==> config.mk <==
export PLATFORM = sky130hd
export DESIGN_NAME = perf_counter_bank
export DESIGN_NICKNAME = d
export VERILOG_FILES = /design/src/rtl/perf_counter_bank.sv
export SDC_FILE = /design/constraint.sdc
export NUM_CORES = 2
export LEC_CHECK = 0
export BUFFER_PORTS_ARGS = -buffer_cell sky130_fd_sc_hd__buf_2
export CORE_MARGIN = 2
export CORE_UTILIZATION = 50
export CTS_CLUSTER_SIZE = 8
export DETAILED_ROUTE_END_ITERATION = 8
export HOLD_SLACK_MARGIN = 0.12
export MAX_ROUTING_LAYER = met4
export PLACE_DENSITY = 0.76
export SYNTH_ARGS = -nofsm -noshare
export SYNTH_HDL_FRONTEND = slang
export SYNTH_SLANG_ARGS = --single-unit
==> constraint.sdc <==
create_clock -name clk -period 3.4 [get_ports clk]
set_input_delay 0.17 -clock clk [delete_from_list [all_inputs] [get_ports clk]]
set_output_delay 0.17 -clock clk [all_outputs]
set_load 0.1 [all_outputs]
==> src/rtl/perf_counter_bank.sv <==
// Sixteen saturating event counters with a sticky overflow flag per counter,
// a sequential clear-all sweep and a snapshot bank feeding the readout mux.
module perf_counter_bank #(
  parameter int WIDTH = 32
) (
  input  logic                  clk,
  input  logic                  rst,
  input  logic [15:0]           event_i,
  input  logic                  freeze,
  input  logic                  clr_valid,
  input  logic [3:0]            clr_idx,
  input  logic                  clr_all,
  input  logic                  snap,
  output logic [16*WIDTH-1:0]   counts,
  output logic [15:0]           ovf,
  output logic                  snap_valid,
  output logic                  busy
);

  typedef enum logic {
    RUN   = 1'b0,
    SWEEP = 1'b1
  } state_t;

  state_t           state;
  state_t           next_state;
  logic [3:0]       sweep_idx;
  logic             sweep_active;
  logic [15:0]      clr_hit;
  logic [15:0]      at_max;
  logic [WIDTH-1:0] live [16];

  always_ff @(posedge clk) begin
    if (rst) begin
      state <= RUN;
    end else begin
      state <= next_state;
    end
  end

  // clr_all is only looked at in RUN, so a request during a sweep is dropped
  always_comb begin
    next_state = state;
    case (state)
      RUN: begin
        if (clr_all) begin
          next_state = SWEEP;
        end
      end
      SWEEP: begin
        if (sweep_idx == 4'd15) begin
          next_state = RUN;
        end
      end
      default: next_state = RUN;
    endcase
  end

  always_comb begin
    sweep_active = (state == SWEEP);
    busy         = (state == SWEEP);
  end

  always_ff @(posedge clk) begin
    if (rst) begin
      sweep_idx <= 4'd0;
    end else if (state == RUN) begin
      sweep_idx <= 4'd0;
    end else begin
      sweep_idx <= sweep_idx + 4'd1;
    end
  end

  // Sweep and single clears both zero the counter and its overflow flag
  always_comb begin
    clr_hit = '0;
    at_max  = '0;
    for (int i = 0; i < 16; i++) begin
      clr_hit[i] = (sweep_active && (sweep_idx == 4'(i))) ||
                   (clr_valid && (clr_idx == 4'(i)));
      at_max[i]  = &live[i];
    end
  end

  always_ff @(posedge clk) begin
    if (rst) begin
      for (int i = 0; i < 16; i++) begin
        live[i] <= '0;
      end
      ovf <= '0;
    end else begin
      for (int i = 0; i < 16; i++) begin
        if (clr_hit[i]) begin
          live[i] <= '0;
          ovf[i]  <= 1'b0;
        end else if (!freeze && event_i[i]) begin
          if (at_max[i]) begin
            ovf[i] <= 1'b1;
          end else begin
            live[i] <= live[i] + WIDTH'(1);
          end
        end
      end
    end
  end

  // Snapshot captures pre-edge live values, so same-edge increments are excluded
  always_ff @(posedge clk) begin
    if (rst) begin
      counts     <= '0;
      snap_valid <= 1'b0;
    end else begin
      snap_valid <= snap;
      if (snap) begin
        for (int i = 0; i < 16; i++) begin
          counts[i*WIDTH +: WIDTH] <= live[i];
        end
      end
    end
  end

endmodule

==> results.md <==
- Final Core Density: 0.604
- Die Footprint: 0.0955 mm^2
- Avg Vias per Cell: 5.42
- Post-Route Skew: 30.4 ps
- TritonCTS clock tree: yes
- Final Hold Viols: 0
- Chip width: 309 um
- Max Fclk: 355 MHz
- CTS Buf Count: 148
- Worst Path Required: 3810 ps
- Post-synth EDFFs: 512
- Outcome: complete, no violations
- Syn_nets: 4456
- Placer Congestion: 0.873
- Post-synth top flop: dfxtp_1
- DP Cell Count: 6100
- Gr ovfl total: 0
- Cell Area, Synth: 0.0465 mm^2
- Slew Viols, Final: 0
- Final instance area: 0.0555 mm^2
- Syn Area/Cell: 10.5 um^2
- Post-DRT Antenna Nets: 0
- First-pass GRT wire length: 182000 um
- Sequential element share of the synthesized area: 0.561
- Post-layout minimum cycle time: 2820 ps
- Register bit total from synthesis: 1046
- Area post-placement: 0.0509 mm^2
- Data arrival, critical path: 3230 ps
- Core ar.: 0.0919 mm^2
- Worst skew pair latency: 740 ps
- Maximum level of the CTS H-tree: 4
- Count of cell types in the netlist: 61
- Area delta synth->final: 19.5%
- Number of fill cells: 7472
- Measured slew at the worst slew-check pin: 1290 ps
- Peak supply drop: 0.455 mV
- RSZ-0062 raised after global routing: false
- Number of global-route vias before repair: 32900
- Starting Density: 0.506
- Drc violations: 0
- Site Rows: 111
- Max Root-Sink Buffers: 3
- Slew headroom: 0.136
- WL per Instance: 18.4 um
- Critical Path Source Type: flop
- PD cells: 590 mW/mm^2
- Layer with the highest usage: met2
- Commonest non-fill, non-tap cells in the layout: 1089 x nor2_1, 553 x buf_2, 534 x dfxtp_1, 512 x mux2i_1, 512 x edfxtp_1
- Setup TNS: 0 ps
- Final WL: 117000 um
- Setup violations, final: 0
- Global routing met3 resource utilization: 0.0580
- Final period util: 0.828
- Drt first pass iters: 6
- Fin cells: 6395
- Setup Crit Path Kind: flop to flop
- Via count: 34600
- Die span in y: 309 um
- Ys async rst share: 0
- Post-Synthesis Cells: 4410
- Hpwl dp: 80900 um
- Root Buffer: clkbuf_16
- Worst hold path type: input pin to flop
- Share of cells above drive strength 1: 0.167
- Total GRT Usage: 0.247
- CP Capture Type: flop
- Nets: 5076
- Most common cell after layout, fill and taps aside: nor2_1
- Crit path max fanout: 29
- Cts repair resizes: 0
- Leakage power: 22.6 nW
- Max-cap check violation count: 0
- Power, Total: 0.0328 W
- Clk sinks: 1046
- Port buffer count: 555
- Initial antenna violation count: 3
- Met1 usage: 0.302
- Clock transition at path regs: 60 ps
- Initial DRC Count: 2509
- Largest net degree at the start of global routing: 215
- Synth Warn #: 0
- I/O Pins: 556
- Met2 Track Usage GR: 0.391
[what timing repair did]
item,4_1_cts,5_1_grt
buffers inserted,0,0
hold buffers,23,0
setup endpoints to repair,0,0
hold endpoints to repair,156,0
[layer usage]
metal | vias up | share of wire | wire (um)
li1 | 16700 | - | -
met1 | 16700 | 0.42 | 48900
met2 | 1055 | 0.48 | 55900
met3 | 246 | 0.069 | 8130
met4 | 0 | 0.039 | 4540
met5 | - | 0 | 0
[cell families (layout without fill, tap and decap cells)]
logic type / count (synthesis) / after routing / synth area share
AO/OA/AOI/OAI: 125 / 125 / 0.0185
XOR/XNOR: 443 / 443 / 0.0834
adder cells (fa/ha/maj): 20 / 20 / 0.00538
buffers and inverters: 277 / 1017 / 0.0238
flip-flops: 1046 / 1046 / 0.561
multiplexers: 512 / 512 / 0.110
other: 0 / 2 / 0
AND/OR/NAND/NOR: 1987 / 1987 / 0.198
[worst max-delay path: stages (launching register included)]
cell and delay (ps):
dfxtp_1 400, inv_1 90, ha_1 190, and2_1 170, a221oi_1 510, buf_4 230, nand3_1 200, o21bai_4 250
nand2_1 190, buf_12 240
[state kept, by name (all words and copies together), names as in the netlist]
register	flops
snap_valid	1
sweep_idx	4
live	512
counts	512
busy	1
ovf	16
[cells in the mapped netlist (30+ instances only)]
master	n	share of area
clkbuf_1	130	0.010
nor3_1	72	0.0077
mux2i_1	512	0.11
xnor2_1	204	0.038
nand2_1	168	0.014
xor2_1	239	0.045
buf_1	36	0.0029
nor4_1	58	0.0078
a21oi_1	30	0.0032
nand4_1	140	0.019
or3_1	35	0.0047
and3_1	60	0.0081
and4_1	55	0.010
buf_2	36	0.0039
nor2_1	1089	0.088
dfxtp_1	534	0.23
edfxtp_1	512	0.33
nand3_1	219	0.024
inv_1	71	0.0057
[stage by stage]
step | setup slack [ps] | hold slack (ps)
after floorplan | 74.1 | 286
after global placement | 399 | 429
after detailed placement | 356 | 444
after CTS | 490 | 199
after global routing | 339 | 224
final | 584 | 265
[layout make-up]
type / instances / area (um^2) / share of cell area
tap: 1243 / 1560 / 0.0280
clock inverter: 8 / 119 / 0.00214
timing repair buffer: 676 / 3910 / 0.0705
sequential: 1046 / 26100 / 0.469
inverter: 71 / 267 / 0.00480
antenna: 2 / 5.00 / 0.0000901
multi-input combinational: 3087 / 19400 / 0.349
clock buffer: 262 / 4260 / 0.0767
[where the power goes]
group | total [W] | switching (W) | internal, W
combinational | 0.00417 | 0.00327 | 0.000905
clock | 0.0139 | 0.00544 | 0.00842
sequential | 0.0148 | 0.000760 | 0.0140
total | 0.0328 | 0.00947 | 0.0233
[worst paths after layout]
path | start | end | slack, ps | depth (start not counted)
max | sweep_idx[0]$_SDFF_PP0_ | live[1][76]$_SDFFCE_PP0P_ | 580 | 9
min | freeze | ovf[5]$_SDFFE_PP0P_ | 260 | 3
max reg2reg | sweep_idx[0]$_SDFF_PP0_ | live[1][76]$_SDFFCE_PP0P_ | 580 | 9
min reg2reg | ovf[4]$_SDFFE_PP0P_ | ovf[4]$_SDFFE_PP0P_ | 450 | 2
No activity file was read; power rests on OpenSTA's default activity.
